### src/rtl/cpu_pkg.sv
// Shared types and constants for the fetch stage and the multicycle controller.
// Latency: n/a (declarations only).
// Backpressure: n/a.
package cpu_pkg;

  localparam int ADDR_W_DEF = 13;
  localparam int DATA_W_DEF = 8;

  typedef enum logic {
    IDLE = 1'b0,
    WAIT = 1'b1
  } fetch_state_e;

  typedef enum logic {
    DEST_IR = 1'b0,
    DEST_TR = 1'b1
  } fetch_dest_e;

  // Opcode classes decoded from IR[7:5] by the controller
  localparam logic [2:0] OPC_JUMP   = 3'b110;
  localparam logic [2:0] OPC_DIRECT = 3'b111;

  function automatic logic [2:0] opc_class(input logic [7:0] ir_val);
    return ir_val[7:5];
  endfunction

endpackage

### src/rtl/pc_counter.sv
// Program counter register with load-over-increment priority, wrapping modulo 2^ADDR_W.
// Latency: load/increment visible the cycle after the strobe.
// Backpressure: none; strobes are qualified by the fetch FSM.
module pc_counter
  import cpu_pkg::*;
#(
  parameter int ADDR_W = ADDR_W_DEF
) (
  input  logic              clk,
  input  logic              rst,
  input  logic              load_i,
  input  logic              inc_i,
  input  logic [ADDR_W-1:0] load_val_i,
  output logic [ADDR_W-1:0] pc_o
);

  logic [ADDR_W-1:0] pc_q;
  logic [ADDR_W-1:0] pc_d;

  // Next PC: a jump load beats an increment; the adder wraps naturally
  always_comb begin
    pc_d = pc_q;
    if (load_i) begin
      pc_d = load_val_i;
    end else if (inc_i) begin
      pc_d = pc_q + 1'b1;
    end
  end

  // PC register
  always_ff @(posedge clk) begin
    if (rst) begin
      pc_q <= '0;
    end else begin
      pc_q <= pc_d;
    end
  end

  assign pc_o = pc_q;

endmodule

### src/rtl/fetch_unit.sv
// Instruction fetch: runs controller strobes against a variable-latency byte memory; owns PC/IR/TR/DI.
// Latency: request accepted in N, req seen N+1, data visible the cycle after valid (min 2 cycles/fetch).
// Backpressure: busy high while a read is outstanding; FETCH_TIMEOUT_EN adds an abort after TIMEOUT_CYC waits.
module fetch_unit
  import cpu_pkg::*;
#(
  parameter int ADDR_W      = ADDR_W_DEF,
  parameter int DATA_W      = DATA_W_DEF,
  parameter int TIMEOUT_CYC = 15
) (
  input  logic              clk,
  input  logic              rst,
  input  logic              pc_inc,
  input  logic              pc_or_tr,
  input  logic              ir_we,
  input  logic              tr_we,
  input  logic              pc_load_en,
  input  logic              di_load_en,
  input  logic [DATA_W-1:0] mem_rd_data,
  input  logic              mem_rd_valid,
  output logic              mem_rd_req,
  output logic [ADDR_W-1:0] mem_addr,
  output logic [ADDR_W-1:0] pc,
  output logic [DATA_W-1:0] ir,
  output logic [DATA_W-1:0] tr,
  output logic [4:0]        di,
  output logic [ADDR_W-1:0] jump_addr,
  output logic              busy,
  output logic              fetch_err
);

  fetch_state_e      state_q;
  fetch_dest_e       dest_q;
  logic              inc_q;
  logic              req_q;
  logic              busy_q;
  logic [ADDR_W-1:0] addr_q;
  logic [DATA_W-1:0] ir_q;
  logic [DATA_W-1:0] tr_q;
  logic [4:0]        di_q;

  logic [ADDR_W-1:0] pc_w;
  logic [ADDR_W-1:0] jump_w;
  logic [ADDR_W-1:0] fetch_addr_w;
  logic              start_w;
  logic              pc_load_d;
  logic              pc_inc_d;

  assign jump_w       = ADDR_W'({ir_q[4:0], tr_q});
  assign start_w      = ir_we | tr_we;
  // Address is taken from the pre-load PC even when pc_load_en fires in the same cycle
  assign fetch_addr_w = pc_or_tr ? pc_w : jump_w;

`ifdef FETCH_TIMEOUT_EN
  localparam int TMO_W = $clog2(TIMEOUT_CYC + 1);
  logic [TMO_W-1:0] tmo_q;
  logic             err_q;
  logic             tmo_hit_w;
  assign tmo_hit_w = (tmo_q == TMO_W'(TIMEOUT_CYC - 1));
`else
  logic unused_tmo_cfg;
  assign unused_tmo_cfg = (TIMEOUT_CYC != 0);
`endif

  // PC strobes: controller requests only count in IDLE; in WAIT the PC moves only on a capture
  always_comb begin
    pc_load_d = 1'b0;
    pc_inc_d  = 1'b0;
    if (state_q == IDLE) begin
      pc_load_d = pc_load_en;
      pc_inc_d  = pc_inc & ~start_w;
    end else begin
      pc_inc_d  = mem_rd_valid & inc_q;
    end
  end

  pc_counter #(
    .ADDR_W(ADDR_W)
  ) u_pc (
    .clk       (clk),
    .rst       (rst),
    .load_i    (pc_load_d),
    .inc_i     (pc_inc_d),
    .load_val_i(jump_w),
    .pc_o      (pc_w)
  );

  // Fetch FSM with registered request/busy and destination capture
  always_ff @(posedge clk) begin
    if (rst) begin
      state_q <= IDLE;
      dest_q  <= DEST_IR;
      inc_q   <= 1'b0;
      req_q   <= 1'b0;
      busy_q  <= 1'b0;
      addr_q  <= '0;
      ir_q    <= '0;
      tr_q    <= '0;
      di_q    <= '0;
`ifdef FETCH_TIMEOUT_EN
      tmo_q   <= '0;
      err_q   <= 1'b0;
`endif
    end else begin
      if (di_load_en) begin
        di_q <= ir_q[4:0];
      end
      case (state_q)
        IDLE: begin
          if (start_w) begin
            state_q <= WAIT;
            req_q   <= 1'b1;
            busy_q  <= 1'b1;
            addr_q  <= fetch_addr_w;
            dest_q  <= ir_we ? DEST_IR : DEST_TR;
            // A simultaneous jump load already sets the PC; do not bump it afterwards
            inc_q   <= pc_inc & ~pc_load_en;
`ifdef FETCH_TIMEOUT_EN
            tmo_q   <= '0;
`endif
          end
        end
        WAIT: begin
          if (mem_rd_valid) begin
            if (dest_q == DEST_IR) begin
              ir_q <= mem_rd_data;
            end else begin
              tr_q <= mem_rd_data;
            end
            state_q <= IDLE;
            req_q   <= 1'b0;
            busy_q  <= 1'b0;
          end
`ifdef FETCH_TIMEOUT_EN
          else if (tmo_hit_w) begin
            state_q <= IDLE;
            req_q   <= 1'b0;
            busy_q  <= 1'b0;
            err_q   <= 1'b1;
          end else begin
            tmo_q <= tmo_q + 1'b1;
          end
`endif
        end
        default: state_q <= IDLE;
      endcase
    end
  end

  assign mem_rd_req = req_q;
  assign mem_addr   = addr_q;
  assign pc         = pc_w;
  assign ir         = ir_q;
  assign tr         = tr_q;
  assign di         = di_q;
  assign jump_addr  = jump_w;
  assign busy       = busy_q;
`ifdef FETCH_TIMEOUT_EN
  assign fetch_err  = err_q;
`else
  assign fetch_err  = 1'b0;
`endif

endmodule

### config.mk
export PLATFORM = sky130hd
export DESIGN_NAME = fetch_unit
export DESIGN_NICKNAME = d
export VERILOG_FILES = /design/src/rtl/cpu_pkg.sv /design/src/rtl/pc_counter.sv /design/src/rtl/fetch_unit.sv
export SDC_FILE = /design/constraint.sdc
export NUM_CORES = 1
export LEC_CHECK = 0
export CORE_UTILIZATION = 48
export DETAILED_ROUTE_END_ITERATION = 10
export GPL_ROUTABILITY_DRIVEN = 1
export GPL_TIMING_DRIVEN = 0
export PLACE_DENSITY_LB_ADDON = 0.3
export SYNTH_ARGS = -nofsm -noshare
export SYNTH_HDL_FRONTEND = slang
export SYNTH_SLANG_ARGS = --single-unit
### constraint.sdc
create_clock -name clk -period 3.18 [get_ports clk]
set_input_delay 0.636 -clock clk [delete_from_list [all_inputs] [get_ports clk]]
set_output_delay 0.636 -clock clk [all_outputs]
set_load 0.05 [all_outputs]
==> flow_summary_export.csv <==
group,metric,value,unit
yosys,synthTopCellsByArea,"dfxtp_1, mux2i_1, a211oi_1",
worst_setup_path,reg2regPathDepth,5,
yosys,syn_area,2320,um^2
clock_tree,post_cts_buffers,0,
worst_setup_path,critical_path_required,2540,ps
yosys,synth-async-reset-ratio,0,
detailed_routing,viasPerCell,5.50,
yosys,synth_cell_types,34,
sta,rsz0062_at_grt,"false",
detailed_routing,antenna_left,0,
yosys,ys.flop_type,"dfxtp_1",
job,cap_violations,0,
worst_setup_path,critical_path.top_delay_family,"buffers and inverters",
power,p_comb_frac,0.257,
worst_setup_path,crit_fanout,6,
power,intPower,0.961,mW
sta,setup_tns,0,ps
clock_tree,numCtsBuffers,5,
sta,setup_viol,0,
worst_setup_path,cp.arrival,1790,ps
floorplanning,die-height,71.5,um
yosys,synth_top_area_share,0.441,
yosys,ys_warn_count,0,
power,vdd_drop_max,280,uV
yosys,synth_top_cell_by_area,"dfxtp_1",
placement,portBuffers,75,
placement,place_congestion,0.931,
worst_setup_path,cp_slowest_cell,"clkdlybuf4s50_1",
global_routing,grt_pass1_vias,1939,
sta,clock_skew,8.30,ps
finish,final_nets,361,
power,p_leak,1.23,nW
sta,worst_pin_slew,740,ps
clock_tree,clkTransAtPathRegs,80,ps
worst_setup_path,cp_cell_sequence,"buf_4 -> clkdlybuf4s50_1",
detailed_routing,drc,0,
global_routing,grt_pass1_wl,9560,um
power,finalPower,1.44,mW
yosys,synthMostInstantiatedCell,"dfxtp_1",
worst_setup_path,critPathBufInv,2,
worst_setup_path,r2r_setup_slack,1090,ps
yosys,synth_nets,279,
min_path,worstHoldPathCells,2,
detailed_routing,drtIter0Drc,116,
global_routing,grt_max_degree,15,
finish,area_growth,38.7,%
clock_tree,ctsHoldBuffers,0,
worst_setup_path,max_stage_delay,790,ps
floorplanning,initial_core_util,0.514,
yosys,yosysSeqAreaShare,0.441,
sta,clock.fmax,412,MHz
placement,dp_hpwl,4430,um
sta,hold_viol,0,
power,p_sw,0.475,mW
detailed_routing,drt-total-wl,6040,um
sta,relSlewSlack,0.505,
clock_tree,insertion_delay,310,ps
sta,fin_crit_sh,0.764,
clock_tree,htree_levels,2,
clock_tree,cts_buffer_depth,2,
clock_tree,ctsResizeCount,0,
finish,final_layout_size_suffix_gt1_frac,0.0756,
global_routing,gr-total-overflow,0,
yosys,postSynthAreaPerCell,8.88,um^2
floorplanning,core_area,4500,um^2
power,sequentialPowerShare,0.495,
floorplanning,num_io_pins,80,
worst_setup_path,endpoint_kind,"output pin",
power,clock_power_share,0.249,
detailed_routing,firstDrtPassIters,7,
power,swShare,0.331,
clock_tree,cts_tree,"done",
detailed_routing,wire_per_inst,15.2,um
floorplanning,die_x,71.5,um
finish,fin_util,0.714,
yosys,synth_commonest_cells,"dfxtp_1, nor2_1, mux2i_1, a211oi_1, nand2_1",
clock_tree,cts_sinks,51,
floorplanning,rows,24,
finish,n_antenna_cell,0,
clock_tree,clock_tree.root_cell,"clkbuf_8",
global_routing,grt_use_total,0.243,
worst_setup_path,start_kind,"register",
status,status,"completed",
sta,fin_crit,2430,ps
yosys,synth-edff-count,0,
worst_setup_path,worst-path-stages,2,
yosys,syn_inst,261,
detailed_routing,vias,2178,
sta,finalMaxSlewViolations,0,
power,p_per_area,447,nW/um^2
worst_setup_path,crit_type,"reg -> out",
yosys,ys_seq_elements,51,
global_routing,antenna_found_initial,0,
min_path,hold_path_class,"reg -> reg",
floorplanning,dieArea,5110,um^2
path summary, 6_finish.rpt:
kind,startpoint,to
max reg2reg,state_q$_SDFF_PP0_,u_pc.pc_o[9]$_SDFFE_PP0P_
min reg2reg,ir[6]$_SDFFE_PP0P_,ir[6]$_SDFFE_PP0P_
max,ir[0]$_SDFFE_PP0P_,jump_addr[8]
min,ir[6]$_SDFFE_PP0P_,ir[6]$_SDFFE_PP0P_
power by group through the flow:
stage	clock network [mW]	registers [mW]	logic [mW]
after global routing	0.389	0.716	0.388
final	0.357	0.711	0.369
after detailed placement	0	0.725	0.368
after CTS	0.365	0.710	0.369
after global placement	0	0.723	0.363
after floorplan	0	0.835	0.132
per-layer routing:
layer	GRT usage	wire, um	vias to the layer above
li1	-	-	1060
met2	0.390	2850	90
met5	0	0	-
met3	0.0647	589	8
met1	0.314	2510	1020
met4	0.0915	89	0
cells in the final DEF (no fill, tap or decap), drive strengths merged, types with 3 or more instances in the layout:
master	Yosys	final
a211oi	24	24
a21oi	14	14
a311oi	4	4
buf	19	19
clkbuf	13	20
clkdlybuf4s50	0	75
dfxtp	51	51
inv	4	4
mux2i	26	26
nand2	24	24
nand2b	3	3
nand3	6	6
nor2	42	42
xnor2	7	7
metrics by stage:
stage,setup slack [ps],hold WS [ps],cell area (um^2),instances
global route,670,482,3210,396
floorplan,961,450,2320,261
global placement,483,443,3130,388
finish,750,466,3210,396
detailed placement,448,452,3130,388
CTS,720,462,3210,396
sequential cells by signal, summed over array words and instances, names as in the netlist:
name and count:
mem_addr 13, u_pc.pc_o 13, ir 8, tr 8, di 5, busy 1, dest_q 1, inc_q 1
state_q 1
layout make-up:
cell class                 count  area [um^2]
fill                         367         1290
multi-input combinational    174         1100
sequential                    51         1020
timing repair buffer          75          751
buffer                        32          185
clock buffer                   7         76.3
tap                           52         65.1
inverter                       4         15.0
clock inverter                 1         5.00
worst reg2reg max path, stage by stage, from the launching register on:
cell and delay [ps]:
dfxtp_1 320, buf_6 130, or4b_1 550, a21o_1 250, or4_1 520, a311oi_1 240
cell families after synthesis:
logic type | count (synthesis) | share of synthesized area
and+or+nand+nor | 84 | 0.156
AOI/OAI and AO/OA | 54 | 0.168
DFF | 51 | 0.441
buffers and inverters | 36 | 0.0864
muxes | 26 | 0.112
xor gates and xnor gates | 8 | 0.0302
adders and majority gates | 1 | 0.00540
other | 1 | 0.00162
No activity file was read; power rests on OpenSTA's default activity.
==> RTL change, RTL diff (same flow settings) <==
`DATA_W_DEF`: 8 -> 12.
--- a/src/rtl/cpu_pkg.sv
+++ b/src/rtl/cpu_pkg.sv
@@ -5,5 +5,5 @@
 
   localparam int ADDR_W_DEF = 13;
-  localparam int DATA_W_DEF = 8;
+  localparam int DATA_W_DEF = 12;
 
   typedef enum logic {
Interface: changed (resized ir, mem_rd_data and tr); port bits go from 80 to 92. No check against the original RTL was run, so the function may have changed too.
==> RTL change against the original RTL <==
  * Setup slack got worse by 0.12 ns
  * Via count increased by 16%
  * Register-to-register slack got worse by 0.17 ns
  * Worst hold slack got worse by 0.012 ns
  * Area after synthesis increased by 12%
  * Sequential share of layout area decreased by 0.21 points
  * Clock skew decreased by 0.0023 ns
  * Final area increased by 16%
  * Power increased by 29%
  * Non-clock buffer count increased by 16
  * Critical path depth increased by 4
  * Routed wire length increased by 15%
  * Sequential cell count increased by 8
  * Critical path type is now in -> reg
==> RTL change: results (changes against the original RTL) <==
The run gives 0.34 ns (+0.03 ns) as the clock insertion delay at the later pin of the skew report. The run gives 45.5% (+1.5 points) as the part of the Yosys area used for sequential elements. The share of power burned in the clock network is 35.4% (+10 points). Sorting the synthesized cells by how often they occur yields dfxtp_1 (59), nand2_1 (53), nor2_1 (37), a21oi_1 (30), a211oi_1 (24). The detail-routed via count per cell works out to 5.24 (-4.8%).

The clock transition time at the flip-flop clock pins of the worst setup and hold paths is 0.07 ns. The number of library cell types mapped by synthesis came out at 36 (+5.9%). The run gives 429 (+19%) as the net count of the finished layout. The tools report the total sequential power as 0.813 mW (+14%). The count of yosys warnings during synthesis was 0 (unchanged). The highest fanout seen on the critical path is 10 (+4).

The combined global-route utilization of all metal layers came out at 26.5% (+2.2 points). The tools report the setup skew after layout as 0.00596 ns (-0.00234 ns). The tools report the number of setup buffers added after CTS as 0 (unchanged). The final cell count without fillers came out at 482 (+22%). The logs give 3 (+1) for the number of H-tree levels and 0.323 ns (-0.125 ns) for the post-place setup slack. Detailed-placement wirelength estimate: 5050 µm (+14%). Final weighted congestion in routability-driven placement: 0.815 (-12%). The post-CTS resize count came out at 0 (unchanged).

The first-pass GRT wire length was 11,100 µm (+16%). The length of the first detailed-routing pass in iterations was 4 (-3). After synthesis, the cell types taking the most area are dfxtp_1 (46%), nand2_1 (7.7%), mux2i_1 (6.9%), a211oi_1 (6.9%), a21oi_1 (5.8%). Total nets after synthesis: 331 (+19%). The transition at the pin with the smallest max-transition slack was 0.741 ns (+0.00117 ns). The min-delay analysis places its worst path in the category reg -> reg.

The number of global-route vias before repair was 2,352 (+21%); the cell area after placement was 3550 µm² (+13%). The share of synthesized registers carrying an async set or reset is 0% (unchanged), and the switching share of total power is 30.9% (-2.1 points). For the maximum number of pins on one net before global-route repair, the log shows 11 (-4).

Total of buffers placed on input and output ports: 87 (+16%). The areal power density over the cells is 497 nW/µm² (+11%). CTS placed an instance of clkbuf_8 at the clock tree root. The sum of routed wire length over all layers is 6950 µm (+15%), and the layout cell share with drive strength beyond 1 is 8.50% (+0.94 points). The tools report the number of antenna violations at the first check in global routing as 0 (unchanged).

Leakage dissipation: 1.37 nW (+11%). The flow ran to the end, and the final reports show no timing, DRC or antenna violations. The clock tree buffer depth is 2 (unchanged), and the total inserted antenna cells is 0 (unchanged). The run gives 0.431 mV (+54%) as the worst IR drop on VDD. The dominant register cell in the synthesized netlist was dfxtp_1.

The instance count after placement with tap cells included was 466 (+20%). The arrival time at the worst endpoint was 2.80 ns (+1.01 ns). The CTS buffer count was 9 (+4); the initial detailed-routing violation count was 197 (+70%). Per-instance average area after synthesis: 8.39 µm² (-5.5%).
-- RTL change: cell types whose count changed after synthesis, moves of 5 or more --
cell,unedited run,this run
a21oi_1,14,30
clkbuf_1,13,18
dfxtp_1,51,59
nor2_1,42,37
mux2i_1,26,18
nand2_1,24,53
-- RTL change: cell type report --
class	count	area, µm²
Inverter	4	15.0
Tap cell	70	87.6
Fill cell	414	1400
Sequential cell	59	1180
Buffer	36	206
Timing Repair Buffer	87	871
Clock buffer	15	186
Clock inverter	1	5.00
Multi-Input combinational cell	210	1190
-- RTL change: layer usage --
| metal | global-route usage (%) | routed length (µm) |
|---|---|---|
| met2 | 44.6 | 3380 |
| met3 | 7.01 | 548 |
| met4 | 12.6 | 150 |
| met1 | 31.5 | 2870 |
| met5 | 0 | 0 |
-- RTL change: worst paths after layout --
| check | startpoint | slack, ns | depth (start not counted) | endpoint |
|---|---|---|---|---|
| worst max-delay path | tr_we | 0.63 | 6 | u_pc.pc_o[9] |
| worst min-delay path | ir[8] | 0.45 | 2 | ir[8] |
| worst max register to register | state_q | 0.92 | 6 | u_pc.pc_o[9] |
| worst min register to register | ir[8] | 0.45 | 2 | ir[8] |
-- RTL change: logic make-up after synthesis --
group | count (synthesis) | share of synthesized area [%]
adder cells (fa/ha/maj) | 1 | 0.482
AO/OA/AOI/OAI | 67 | 16.5
AND/OR/NAND/NOR | 116 | 19.4
other | 1 | 0.145
XOR/XNOR | 7 | 2.36
flip-flops | 59 | 45.5
buffers and inverters | 40 | 8.54
multiplexers | 18 | 6.95
-- RTL change: critical path, cell delays in order --
cell,delay (ns)
clkdlybuf4s50_1,0.44
or4b_4,0.53
buf_6,0.15
a21o_1,0.21
or4_1,0.53
a311oi_1,0.30
